File: config.mk
export PLATFORM = sky130hd
export DESIGN_NAME = btb_port_ctrl
export DESIGN_NICKNAME = d
export VERILOG_FILES = /design/src/rtl/btb_port_ctrl.sv
export SDC_FILE = /design/constraint.sdc
export NUM_CORES = 1
export LEC_CHECK = 0
export BUFFER_PORTS_ARGS = -buffer_cell sky130_fd_sc_hd__buf_2
export CAP_MARGIN = 20
export CORE_MARGIN = 3
export CORE_UTILIZATION = 45
export DETAILED_ROUTE_END_ITERATION = 8
export PLACE_DENSITY = 0.74
export SYNTH_ARGS = -nofsm -noshare
export SYNTH_HDL_FRONTEND = slang
export SYNTH_SLANG_ARGS = --single-unit
File: constraint.sdc
create_clock -name clk -period 4 [get_ports clk]
set_clock_uncertainty 0.1 [all_clocks]
set_input_delay 0.6 -clock clk [delete_from_list [all_inputs] [get_ports clk]]
set_output_delay 0.6 -clock clk [all_outputs]
set_load 0.05 [all_outputs]
File: src/rtl/btb_port_ctrl.sv
// Single-port BTB array arbiter: fetch lookups win the port, resolved-branch updates queue in a FIFO.
// After reset an INIT sweep clears every entry before lookups can hit.
module btb_port_ctrl #(
  parameter int unsigned W_PC    = 8,
  parameter int unsigned W_BTA   = 32,
  parameter int unsigned ENTRIES = 4,
  parameter int unsigned DEPTH   = 2
) (
  input  logic                                         clk,
  input  logic                                         reset,
  input  logic                                         fetch_req,
  input  logic [W_PC-1:0]                              fetch_pc,
  output logic                                         fetch_vld,
  output logic                                         fetch_hit,
  output logic [W_BTA-1:0]                             fetch_bta,
  input  logic                                         ex_valid,
  input  logic                                         ex_taken,
  input  logic                                         ex_predicted,
  input  logic [W_PC-1:0]                              ex_pc,
  input  logic [W_BTA-1:0]                             ex_target,
  output logic                                         upd_ready,
  output logic                                         upd_drop,
  output logic                                         init_done,
  output logic                                         arr_en,
  output logic                                         arr_we,
  output logic [$clog2(ENTRIES)-1:0]                   arr_idx,
  output logic [W_PC-2-$clog2(ENTRIES)+W_BTA:0]        arr_wdata,
  input  logic [W_PC-2-$clog2(ENTRIES)+W_BTA:0]        arr_rdata
);

  localparam int unsigned IDXW = $clog2(ENTRIES);
  localparam int unsigned TAGW = W_PC - 2 - IDXW;
  localparam int unsigned EW   = 1 + TAGW + W_BTA;
  localparam int unsigned PTRW = (DEPTH > 1) ? $clog2(DEPTH) : 1;
  localparam int unsigned CNTW = $clog2(DEPTH + 1);

  typedef enum logic {S_INIT, S_RUN} state_t;

  state_t            state_q, state_d;
  logic [IDXW-1:0]   init_idx_q, init_idx_d;
  logic [EW-1:0]     fifo_data_q [DEPTH];
  logic [EW-1:0]     fifo_data_d [DEPTH];
  logic [IDXW-1:0]   fifo_idx_q [DEPTH];
  logic [IDXW-1:0]   fifo_idx_d [DEPTH];
  logic [PTRW-1:0]   wr_ptr_q, wr_ptr_d, rd_ptr_q, rd_ptr_d;
  logic [CNTW-1:0]   count_q, count_d;
  logic              lk_req_q, lk_req_d, lk_perf_q, lk_perf_d;
  logic [TAGW-1:0]   lk_tag_q, lk_tag_d;
  logic              upd_ready_q, upd_ready_d;
  logic              upd_drop_q, upd_drop_d;
  logic              init_done_q, init_done_d;

  logic              arr_en_c, arr_we_c;
  logic [IDXW-1:0]   arr_idx_c;
  logic [EW-1:0]     arr_wdata_c;
  logic              fifo_full, enq, deq, grant, upd_qual;

  function automatic logic [PTRW-1:0] ptr_inc(input logic [PTRW-1:0] p);
    return (p == PTRW'(DEPTH - 1)) ? '0 : p + PTRW'(1);
  endfunction

  // Port arbitration, FIFO bookkeeping and lookup capture
  always_comb begin
    state_d     = state_q;
    init_idx_d  = init_idx_q;
    fifo_data_d = fifo_data_q;
    fifo_idx_d  = fifo_idx_q;
    wr_ptr_d    = wr_ptr_q;
    rd_ptr_d    = rd_ptr_q;
    arr_en_c    = 1'b0;
    arr_we_c    = 1'b0;
    arr_idx_c   = '0;
    arr_wdata_c = '0;
    enq         = 1'b0;
    deq         = 1'b0;
    grant       = 1'b0;
    upd_drop_d  = 1'b0;
    fifo_full   = (count_q == CNTW'(DEPTH));
    upd_qual    = ex_valid & (ex_taken ^ ex_predicted);

    case (state_q)
      S_INIT: begin
        arr_en_c  = 1'b1;
        arr_we_c  = 1'b1;
        arr_idx_c = init_idx_q;
        if (init_idx_q == IDXW'(ENTRIES - 1)) begin
          state_d    = S_RUN;
          init_idx_d = '0;
        end else begin
          init_idx_d = init_idx_q + IDXW'(1);
        end
      end
      default: begin
        if (fifo_full || (!fetch_req && count_q != '0)) begin
          arr_en_c    = 1'b1;
          arr_we_c    = 1'b1;
          arr_idx_c   = fifo_idx_q[rd_ptr_q];
          arr_wdata_c = fifo_data_q[rd_ptr_q];
          deq         = 1'b1;
        end else if (fetch_req) begin
          arr_en_c  = 1'b1;
          arr_idx_c = fetch_pc[IDXW+1:2];
          grant     = 1'b1;
        end
      end
    endcase

    // Taken-but-unpredicted installs the target; predicted-but-not-taken invalidates
    if (upd_qual) begin
      if (fifo_full) begin
        upd_drop_d = 1'b1;
      end else begin
        enq                   = 1'b1;
        fifo_idx_d[wr_ptr_q]  = ex_pc[IDXW+1:2];
        fifo_data_d[wr_ptr_q] = {ex_taken, ex_pc[W_PC-1:IDXW+2],
                                 ex_taken ? ex_target : W_BTA'(0)};
        wr_ptr_d              = ptr_inc(wr_ptr_q);
      end
    end
    if (deq) begin
      rd_ptr_d = ptr_inc(rd_ptr_q);
    end

    count_d     = count_q + CNTW'(enq) - CNTW'(deq);
    upd_ready_d = (count_d < CNTW'(DEPTH));
    init_done_d = (state_d == S_RUN);
    lk_req_d    = fetch_req;
    lk_perf_d   = grant;
    lk_tag_d    = fetch_pc[W_PC-1:IDXW+2];
  end

  always_ff @(posedge clk or negedge reset) begin
    if (!reset) begin
      state_q     <= S_INIT;
      init_idx_q  <= '0;
      wr_ptr_q    <= '0;
      rd_ptr_q    <= '0;
      count_q     <= '0;
      lk_req_q    <= 1'b0;
      lk_perf_q   <= 1'b0;
      lk_tag_q    <= '0;
      upd_ready_q <= 1'b0;
      upd_drop_q  <= 1'b0;
      init_done_q <= 1'b0;
      for (int i = 0; i < int'(DEPTH); i++) begin
        fifo_data_q[i] <= '0;
        fifo_idx_q[i]  <= '0;
      end
    end else begin
      state_q     <= state_d;
      init_idx_q  <= init_idx_d;
      wr_ptr_q    <= wr_ptr_d;
      rd_ptr_q    <= rd_ptr_d;
      count_q     <= count_d;
      lk_req_q    <= lk_req_d;
      lk_perf_q   <= lk_perf_d;
      lk_tag_q    <= lk_tag_d;
      upd_ready_q <= upd_ready_d;
      upd_drop_q  <= upd_drop_d;
      init_done_q <= init_done_d;
      for (int i = 0; i < int'(DEPTH); i++) begin
        fifo_data_q[i] <= fifo_data_d[i];
        fifo_idx_q[i]  <= fifo_idx_d[i];
      end
    end
  end

  // Lookup result resolves against the array read data one cycle after the request
  logic            rd_valid;
  logic [TAGW-1:0] rd_tag;
  assign rd_valid  = arr_rdata[EW-1];
  assign rd_tag    = arr_rdata[EW-2 -: TAGW];
  assign fetch_vld = lk_req_q;
  assign fetch_hit = lk_req_q & lk_perf_q & rd_valid & (rd_tag == lk_tag_q);
  assign fetch_bta = fetch_hit ? arr_rdata[W_BTA-1:0] : '0;

  assign upd_ready = upd_ready_q;
  assign upd_drop  = upd_drop_q;
  assign init_done = init_done_q;
  assign arr_en    = arr_en_c & reset;
  assign arr_we    = arr_we_c & reset;
  assign arr_idx   = arr_idx_c;
  assign arr_wdata = arr_wdata_c;

  logic unused_pc_bits;
  assign unused_pc_bits = ^{fetch_pc[1:0], ex_pc[1:0]};

endmodule

==> key figures, run 1 <==
Run status
  – Status: finished clean

Clock tree
  – Clk buf depth: 2
  – Clk pin slew, worst setup/hold paths: 90 ps
  – CTS resizes: 0
  – TritonCTS Buffers: 9
  – Postcts setup bufs: 0
  – Cts hold-fix bufs: 0
  – CTS tree: done
  – Clock Sinks: 93
  – Root buffer cell: clkbuf_8
  – Worst-Skew Late Latency: 340 ps
  – # H-tree levels: 3

Yosys
  – Cells after Synth: 444
  – Post-synth EDFFs: 0
  – Post-synth top area cell: dfrtp_1
  – Yosys top cell area share: 0.529
  – Warnings, synthesis: 0
  – Seq/Total Area, Yosys: 0.529
  – Cell variety after synth: 30
  – Post-Syn Area: 4400 um^2
  – FF+latch count, synth: 93
  – Post-synth ARST share: 1.00
  – Leading cell types by total area after synthesis: dfrtp_1 (53%), mux2i_1 (8.9%), nand2_1 (8.5%), o21ai_0 (7.6%), and2_1 (4.6%)
  – Top_reg_cell synth: dfrtp_1
  – Synth Net Count: 537
  – Mean Syn Cell Area: 9.90 um^2

Setup path
  – CP cell instances: nand2b_1 > and3_1 > a22oi_1 > o21ai_0 > buf_2
  – CP startpoint kind: flip-flop
  – Crit path buf inv count: 1
  – Arrival @ worst endpoint: 2040 ps
  – Crit path from: count_q[0]
  – Critical R2R Launch: count_q[0]
  – Critical path fanouts, max: 5
  – Critical path class: flip-flop to primary output
  – Family with the most delay on the worst path: simple AND/OR/NAND/NOR gates
  – CP peak stage delay: 420 ps
  – Required time worst endpoint: 3300 ps
  – Type of destination of the critical path: primary output
  – CP max-delay cell: dfrtp_1

Place
  – PortBufs: 164
  – Gp weighted congestion: 0.725
  – Detail Placement HPWL: 7.55 mm
  – Dpl cell area: 5300 um^2
  – Setup Slack @ Placement: 951 ps

Final layout
  – Ant diodes: 0
  – Area growth syn-to-layout: 25.7%
  – Layout cells sized above 1: 0.345
  – Fin area: 5530 um^2
  – Nets: 689

GRT
  – Initial antenna violation count: 1
  – All-Layer GR Usage: 0.198
  – GR Overflow Total: 0
  – First-pass GRT wire length: 17.6 mm
  – Vias in the first global route: 3617
  – Pin count of the biggest net entering global routing: 79

Floorplan
  – Die height: 105 um
  – Die X: 105 um
  – FP Rows: 35
  – Initial Util: 0.469
  – Die ar.: 11000 um^2
  – # IOs: 169
  – Placeable Area: 9370 um^2

Detailed routing
  – Antenna-violating nets left: 0
  – Number of remaining DRC errors: 0
  – DRT Pass-1 Iters: 4
  – Final wirelength: 10.7 mm
  – Number of DRC markers in iteration 0: 180
  – Via/cell ratio: 4.91
  – Via Count: 3581
  – WL per Instance: 14.7 um

Timing
  – Worst-Margin Slew: 942 ps
  – Final WS setup: 1260 ps
  – Rel. slew slack: 0.372
  – Final worst path period share: 0.684
  – Fmax: 365 MHz
  – Final hold vios: 0
  – Unrepaired setup endpoints after global routing: false
  – Count of pins over their slew limit: 0
  – Fin Hold WS: 14.4 ps
  – Setup tns final: 0 ps
  – Crit path time final: 2740 ps
  – Final setup viols: 0

Job
  – # Max-Cap Violations: 0

Min path
  – Hold crit path type: primary input to async pin

Power
  – Max VDD drop: 0.000473 V
  – P_sw: 2000 uW
  – Internal cell power: 2270 uW
  – Clk pwr share: 0.142
  – Leakage power: 0.00302 uW
  – Flop pwr share: 0.367
  – Switching Share: 0.468
  – Pwr/cell area: 774 nW/um^2
  – Combinational power share: 0.491
## power groups by stage
| stage | Combinational [uW] | Sequential (uW) | Clock (uW) |
|---|---|---|---|
| 6_report | 2100 | 1570 | 607 |
| 3_3_place_gp | 2060 | 1570 | 0 |
| 2_1_floorplan | 1670 | 1510 | 0 |
| 5_1_grt | 2290 | 1630 | 663 |
| 4_1_cts | 2120 | 1580 | 624 |
| 3_5_place_dp | 2110 | 1600 | 0 |
## per-stage QoR
stage | std cells | power [uW] | util
6_report | 729 | 4280 | 0.590
5_1_grt | 729 | 4580 | 0.590
4_1_cts | 727 | 4320 | 0.586
3_5_place_dp | 712 | 3710 | 0.566
3_3_place_gp | 712 | 3630 | 0.566
2_1_floorplan | 444 | 3180 | -
## worst paths after layout
path	to	slack, ps	cells after the start
worst max-delay path	arr_idx[0]	1260	5
worst max register to register	fifo_data_q[65]	1710	5
max in group asynchronous	rd_ptr_q	2530	2
worst min-delay path	fifo_data_q[61]	10	1
min in group clk	lk_tag_q[1]	260	1
worst min register to register	fifo_data_q[0]	380	2
## cell type report
| type | instances | area, um^2 |
|---|---|---|
| fillers | 837 | 3840 |
| flip-flops and latches | 93 | 2330 |
| multi-input cells | 319 | 1940 |
| repair buffers | 172 | 907 |
| well taps | 129 | 161 |
| clock buffers | 10 | 128 |
| clock inverters | 5 | 60.1 |
| inverters | 1 | 3.75 |
## routing by layer
metal	track usage	vias to the layer above	part of all wire
met1	0.234	1686	0.41
met2	0.355	127	0.51
li1	-	1759	-
met5	0	-	0.0012
met3	0.0642	7	0.081
met4	0.0366	2	0.0051
## cell usage after synthesis, drive strengths merged, types with 2 or more instances
cell / n
nand2: 100
dfrtp: 93
o21ai: 67
mux2i: 39
nor2: 38
and2: 32
clkbuf: 24
mux2: 15
buf: 7
xor2: 7
xnor2: 3
a21o: 2
a22oi: 2
ha: 2
nand2b: 2
nand4: 2
## registers in the layout, summed over array words and instances (netlist names)
register / cells
count_q: 2
fetch_vld: 1
lk_perf_q: 1
fifo_data_q: 74
wr_ptr_q: 1
upd_drop: 1
init_done: 1
upd_ready: 1
rd_ptr_q: 1
init_idx_q: 2
lk_tag_q: 4
fifo_idx_q: 4
## cell usage in the layout, fill, tap and decap left out, types with 4 or more instances in the layout
master / count
and2_1: 32
buf_2: 163
buf_4: 7
clkbuf_8: 9
dfrtp_1: 92
mux2_2: 4
mux2_4: 11
mux2i_1: 39
nand2_1: 100
nor2_1: 38
o21ai_0: 67
xor2_1: 6
## kinds of logic after synthesis
group | after synthesis | synth area share
xor gates and xnor gates | 10 | 0.0242
AOI/OAI and AO/OA | 73 | 0.0865
DFF | 93 | 0.529
and+or+nand+nor | 180 | 0.186
adders and majority gates | 2 | 0.00569
buffers and inverters | 32 | 0.0319
muxes | 54 | 0.137
Power figures use the tool's default switching activity.
==> inputs of run 2 (changes only) <==
==> constraint.sdc (replaced) <==
create_clock -name clk -period 2.8 [get_ports clk]
set_clock_uncertainty 0.1 [all_clocks]
set_input_delay 0.42 -clock clk [delete_from_list [all_inputs] [get_ports clk]]
set_output_delay 0.42 -clock clk [all_outputs]
set_load 0.05 [all_outputs]
==> run 2 against run 1 <==
Die area is the same. Clock-buffer cell count is the same. Total power grew 47%. Core utilization increased by 0.77 points. Non-clock buffer count is 5 higher. Sequential power is 41% higher. Via count rose by 1.4%. Worst hold slack gained 46 ps. Routed wire length up 0.93%. Design area up 1.3%. Register-to-register slack worse by 930 ps. Sequential share of layout area down 0.55 points. Critical path type unchanged. Critical endpoint is now arr_wdata[32]. Largest cell class unchanged.
==> key figures, run 2 (same netlist as run 1, synthesis figures left out) <==
Setup path
  – CP startpoint kind: flip-flop
  – Type of destination of the critical path: primary output
  – Worst reg-to-reg setup slack: 780 ps
  – Critical R2R Launch: count_q[1]
  – Crit path buf inv count: 3
  – Arrival @ worst endpoint: 1970 ps
  – Crit path from: count_q[1]
  – Critical path fanouts, max: 26
  – Family with the most delay on the worst path: buffers and inverters
  – CP peak stage delay: 440 ps
  – CP cell instances: o211ai_1 > buf_4 > buf_4 > nor2_1 > buf_2
  – Crit path top cell by count: buf_4
  – Required time worst endpoint: 2280 ps
  – Critical path class: flip-flop to primary output
  – CP max-delay cell: dfrtp_1

Place
  – Setup Slack @ Placement: 554 ps
  – PortBufs: 164
  – Dpl cell area: 5360 um^2
  – Gp weighted congestion: 0.738
  – Detail Placement HPWL: 7.83 mm

Power
  – Flop pwr share: 0.351
  – Clk pwr share: 0.160
  – Max VDD drop: 0.000743 V
  – Switching Share: 0.460
  – Leakage power: 0.00305 uW
  – Internal cell power: 3400 uW
  – Combinational power share: 0.490
  – P_sw: 2900 uW
  – Pwr/cell area: 1120 nW/um^2

Detailed routing
  – Antenna-violating nets left: 0
  – Number of remaining DRC errors: 0
  – Final wirelength: 10.8 mm
  – Via Count: 3632
  – Via/cell ratio: 4.94
  – Number of DRC markers in iteration 0: 193
  – DRT Pass-1 Iters: 4
  – WL per Instance: 14.7 um

Final layout
  – Ant diodes: 0
  – Reg with most FFs: fifo_data_q
  – Final core occ: 0.597
  – Fin area: 5600 um^2
  – Area growth syn-to-layout: 27.3%
  – Max reg flops: 74
  – Leading cell type in the layout, fill and taps excluded: buf_2
  – Layout cells sized above 1: 0.351
  – Nets: 694
  – Largest regs: fifo_data_q x74, fifo_idx_q x4, lk_tag_q x4
  – Most frequent cells in the layout: buf_2 (163), nand2_1 (100), dfrtp_1 (92)

Clock tree
  – Postcts setup bufs: 0
  – # H-tree levels: 3
  – Worst-Skew Late Latency: 360 ps
  – Clock Sinks: 93
  – CTS resizes: 0
  – TritonCTS Buffers: 9
  – CTS tree: done
  – Clk pin slew, worst setup/hold paths: 90 ps
  – Root buffer cell: clkbuf_8
  – Clk buf depth: 2

Floorplan
  – Die X: 105 um
  – # IOs: 169
  – Die height: 105 um
  – Placeable Area: 9370 um^2
  – Initial Util: 0.469
  – Die ar.: 11000 um^2
  – FP Rows: 35

Timing
  – Count of pins over their slew limit: 0
  – Rel. slew slack: 0.376
  – Final setup viols: 0
  – Final WS setup: 312 ps
  – Crit path time final: 2490 ps
  – Final hold vios: 0
  – Worst-Margin Slew: 936 ps
  – Final worst path period share: 0.889
  – Unrepaired setup endpoints after global routing: false
  – Fmax: 402 MHz

GRT
  – Vias in the first global route: 3627
  – First-pass GRT wire length: 17.6 mm
  – Pin count of the biggest net entering global routing: 77
  – GR Overflow Total: 0
  – All-Layer GR Usage: 0.201
  – Initial antenna violation count: 1

Min path
  – Hold crit path type: primary input to flip-flop
  – Min-delay src: fetch_pc[7]

Job
  – # Max-Cap Violations: 0

Run status
  – Status: finished clean
==> run 2: changes by cell type in the layout (fill, tap and decap cells not counted), sizes merged <==
cell         previous run  this run
buf                   172       176
bufinv                  1         2
dlygate4sd3             0         1
==> run 2: what timing repair did <==
| action | in CTS | in global routing |
|---|---|---|
| setup endpoints to repair | 0 | 0 |
| hold endpoints to repair | 17 | 0 |
| hold buffers | 1 | 0 |
==> run 2: power by group through the flow <==
| stage | logic [uW] | registers (uW) | clock network [uW] |
|---|---|---|---|
| final | 3080 | 2210 | 1010 |
| after global routing | 3340 | 2280 | 1100 |
| after CTS | 3120 | 2210 | 1040 |
| after detailed placement | 3100 | 2240 | 0 |
| after global placement | 3040 | 2190 | 0 |
| after floorplan | 2390 | 2160 | 0 |
==> run 2: worst paths after layout <==
| check | end | cells past startpoint |
|---|---|---|
| min in group asynchronous | init_idx_q[0] | 2 |
| max in group asynchronous | rd_ptr_q | 3 |
| worst min register to register | fifo_data_q[59] | 2 |
| worst max-delay path | arr_wdata[32] | 5 |
| worst min-delay path | lk_tag_q[3] | 1 |
| worst max register to register | fifo_data_q[16] | 5 |
==> run 2: cell type report <==
class,count,area (um^2)
Fill cell,833,3770
Sequential cell,93,2330
Multi-Input combinational cell,319,1940
Timing Repair Buffer,177,936
Tap cell,129,161
Clock buffer,10,138
Clock inverter,6,93.8
Inverter,1,3.75
==> run 2: through the flow <==
stage	setup TNS [ps]	total power [uW]	instances	hold slack [ps]
5_1_grt	0	6720	735	35.8
4_1_cts	0	6370	735	43.6
6_report	0	6290	735	60.8
3_5_place_dp	0	5340	718	216
2_1_floorplan	-460	4550	444	24.4
3_3_place_gp	0	5220	718	212
==> run 2: routing by layer <==
layer | track usage | share of wire | vias up
li1 | - | - | 1771
met1 | 0.238 | 0.41 | 1716
met2 | 0.357 | 0.50 | 132
met3 | 0.0624 | 0.075 | 11
met4 | 0.0478 | 0.0099 | 2
met5 | 0 | 0.0018 | -
==> inputs of run 3 (changes only) <==
--- a/config.mk
+++ b/config.mk
@@ -8,9 +8,9 @@
 export BUFFER_PORTS_ARGS = -buffer_cell sky130_fd_sc_hd__buf_2
 export CAP_MARGIN = 20
 export CORE_MARGIN = 3
-export CORE_UTILIZATION = 45
+export CORE_UTILIZATION = 29
 export DETAILED_ROUTE_END_ITERATION = 8
-export PLACE_DENSITY = 0.74
+export SETUP_SLACK_MARGIN = 0.15
 export SYNTH_ARGS = -nofsm -noshare
 export SYNTH_HDL_FRONTEND = slang
 export SYNTH_SLANG_ARGS = --single-unit
==> run 3 against run 2 <==
Worst hold slack gained 21 ps. Total power increased by 2.9%. Critical path depth unchanged. Largest power group unchanged.
==> key figures, run 3 (same netlist as run 1, synthesis figures left out) <==
GRT
  – Initial antenna violation count: 1
  – Vias in the first global route: 3582
  – First-pass GRT wire length: 18.1 mm
  – GR Overflow Total: 0
  – Pin count of the biggest net entering global routing: 44
  – All-Layer GR Usage: 0.140

Clock tree
  – Clk buf depth: 2
  – Root buffer cell: clkbuf_16
  – TritonCTS Buffers: 9
  – Clock Sinks: 93
  – CTS tree: done
  – Postcts setup bufs: 0
  – # H-tree levels: 3
  – Clk pin slew, worst setup/hold paths: 70 ps
  – Worst-Skew Late Latency: 340 ps

Power
  – Pwr/cell area: 1130 nW/um^2
  – Leakage power: 0.00308 uW
  – P_sw: 2940 uW
  – Clk pwr share: 0.181
  – Flop pwr share: 0.340
  – Internal cell power: 3540 uW
  – Max VDD drop: 0.000550 V
  – Combinational power share: 0.480
  – Switching Share: 0.454

Setup path
  – Type of destination of the critical path: primary output
  – CP max-delay cell: dfrtp_1
  – Worst r2r path cells: 4
  – FF-to-FF End: fifo_idx_q[3]
  – CP endpoint: arr_idx[0]
  – CP peak stage delay: 420 ps
  – WP depth: 5
  – Arrival @ worst endpoint: 1950 ps
  – Critical path fanouts, max: 5
  – Crit path from: count_q[0]
  – Crit path buf inv count: 1
  – Critical path class: flip-flop to primary output
  – Required time worst endpoint: 2280 ps
  – CP startpoint kind: flip-flop
  – Critical R2R Launch: count_q[0]
  – Family with the most delay on the worst path: simple AND/OR/NAND/NOR gates
  – Worst reg-to-reg setup slack: 750 ps
  – CP cell instances: nand2b_1 > and3_1 > a22oi_1 > o21ai_0 > buf_2

Timing
  – Unrepaired setup endpoints after global routing: false
  – Rel. slew slack: 0.637
  – Crit path time final: 2470 ps
  – Count of pins over their slew limit: 0
  – Final hold vios: 0
  – Fmax: 404 MHz
  – Final setup viols: 0
  – Worst-Margin Slew: 545 ps
  – Final worst path period share: 0.883
  – Fin Hold WS: 81.9 ps

Detailed routing
  – Antenna-violating nets left: 0
  – Via/cell ratio: 4.60
  – Number of remaining DRC errors: 0
  – WL per Instance: 14.6 um
  – Number of DRC markers in iteration 0: 138
  – Final wirelength: 11.5 mm
  – DRT Pass-1 Iters: 4
  – Via Count: 3627

Place
  – Detail Placement HPWL: 8.18 mm
  – Gp weighted congestion: 0.762
  – PortBufs: 164

Final layout
  – Largest regs: fifo_data_q x74, fifo_idx_q x4, lk_tag_q x4
  – Most frequent cells in the layout: buf_2 (163), nand2_1 (100), dfrtp_1 (92)
  – Layout cells sized above 1: 0.349
  – Reg with most FFs: fifo_data_q
  – Fill cells: 1480
  – Nets: 692
  – Ant diodes: 0
  – Area growth syn-to-layout: 30.8%
  – Leading cell type in the layout, fill and taps excluded: buf_2
  – Max reg flops: 74
  – Final core occ: 0.391

Floorplan
  – # IOs: 169
  – Die height: 129 um
  – Initial Util: 0.299
  – FP Rows: 44
  – Placeable Area: 14700 um^2
  – Die ar.: 16700 um^2
  – Die X: 129 um

Job
  – # Max-Cap Violations: 0

Run status
  – Status: finished clean

Min path
  – Hold path cells: 1
  – Hold crit path type: primary input to flip-flop
  – Min-delay src: fetch_pc[5]
-- run 3: changes by cell type in the layout (fill, tap and decap cells not counted), sizes merged --
cell,previous run,this run
buf,176,174
clkinvlp,1,2
bufinv,2,0
clkbuf,10,11
-- run 3: stage by stage --
step	TNS, ps	instances	power [uW]	worst slack [ps]	cell area [um^2]
final	0	788	6480	326	5750
after global routing	0	788	6940	179	5750
after CTS	0	788	6580	198	5750
after detailed placement	0	771	5380	482	5450
after global placement	0	771	5280	520	5450
after floorplan	-460	444	4550	-169	4400
-- run 3: layer usage --
layer  global-route usage  up-vias  share of wire
li1                     -     1767              -
met1                0.171     1714           0.42
met2                0.243      129           0.49
met3               0.0330       15          0.070
met4               0.0519        2          0.016
met5                    0        -         0.0011
-- run 3: how the worst min path moves through the flow --
| stage | to | slack [ps] |
|---|---|---|
| after floorplan | count_q[0] | 20 |
| after global placement | init_done | 200 |
| after detailed placement | init_idx_q[1] | 210 |
| after CTS | lk_tag_q[1] | 70 |
| after global routing | lk_tag_q[1] | 70 |
| final | lk_tag_q[1] | 80 |
-- run 3: power groups by stage --
stage               Combinational, uW  Sequential [uW]  Clock, uW
floorplan                        2390             2160          0
global placement                 3090             2190          0
detailed placement               3150             2230          0
CTS                              3160             2210       1210
global route                     3380             2280       1280
finish                           3110             2200       1170
-- run 3: cell type report --
| class | count | area (um^2) | area share |
|---|---|---|---|
| clock inverters | 5 | 33.8 | 0.00588 |
| inverters | 1 | 3.75 | 0.000653 |
| repair buffers | 175 | 962 | 0.167 |
| clock buffers | 11 | 253 | 0.0440 |
| flip-flops and latches | 93 | 2330 | 0.405 |
| well taps | 184 | 230 | 0.0400 |
| multi-input cells | 319 | 1940 | 0.337 |
-- run 3: repair_timing --
item                                    CTS  global route
endpoints found under the hold margin    14             0
resized for setup                         0             1
endpoints found under the setup margin    0             1
hold buffers                              1             0
-- run 3: worst reg2reg max path: cells and delay by family (launching register included) --
family                 cells  cell delay, ps
and+or+nand+nor            2             810
DFF                        1             400
buffers and inverters      1             360
muxes                      1             280
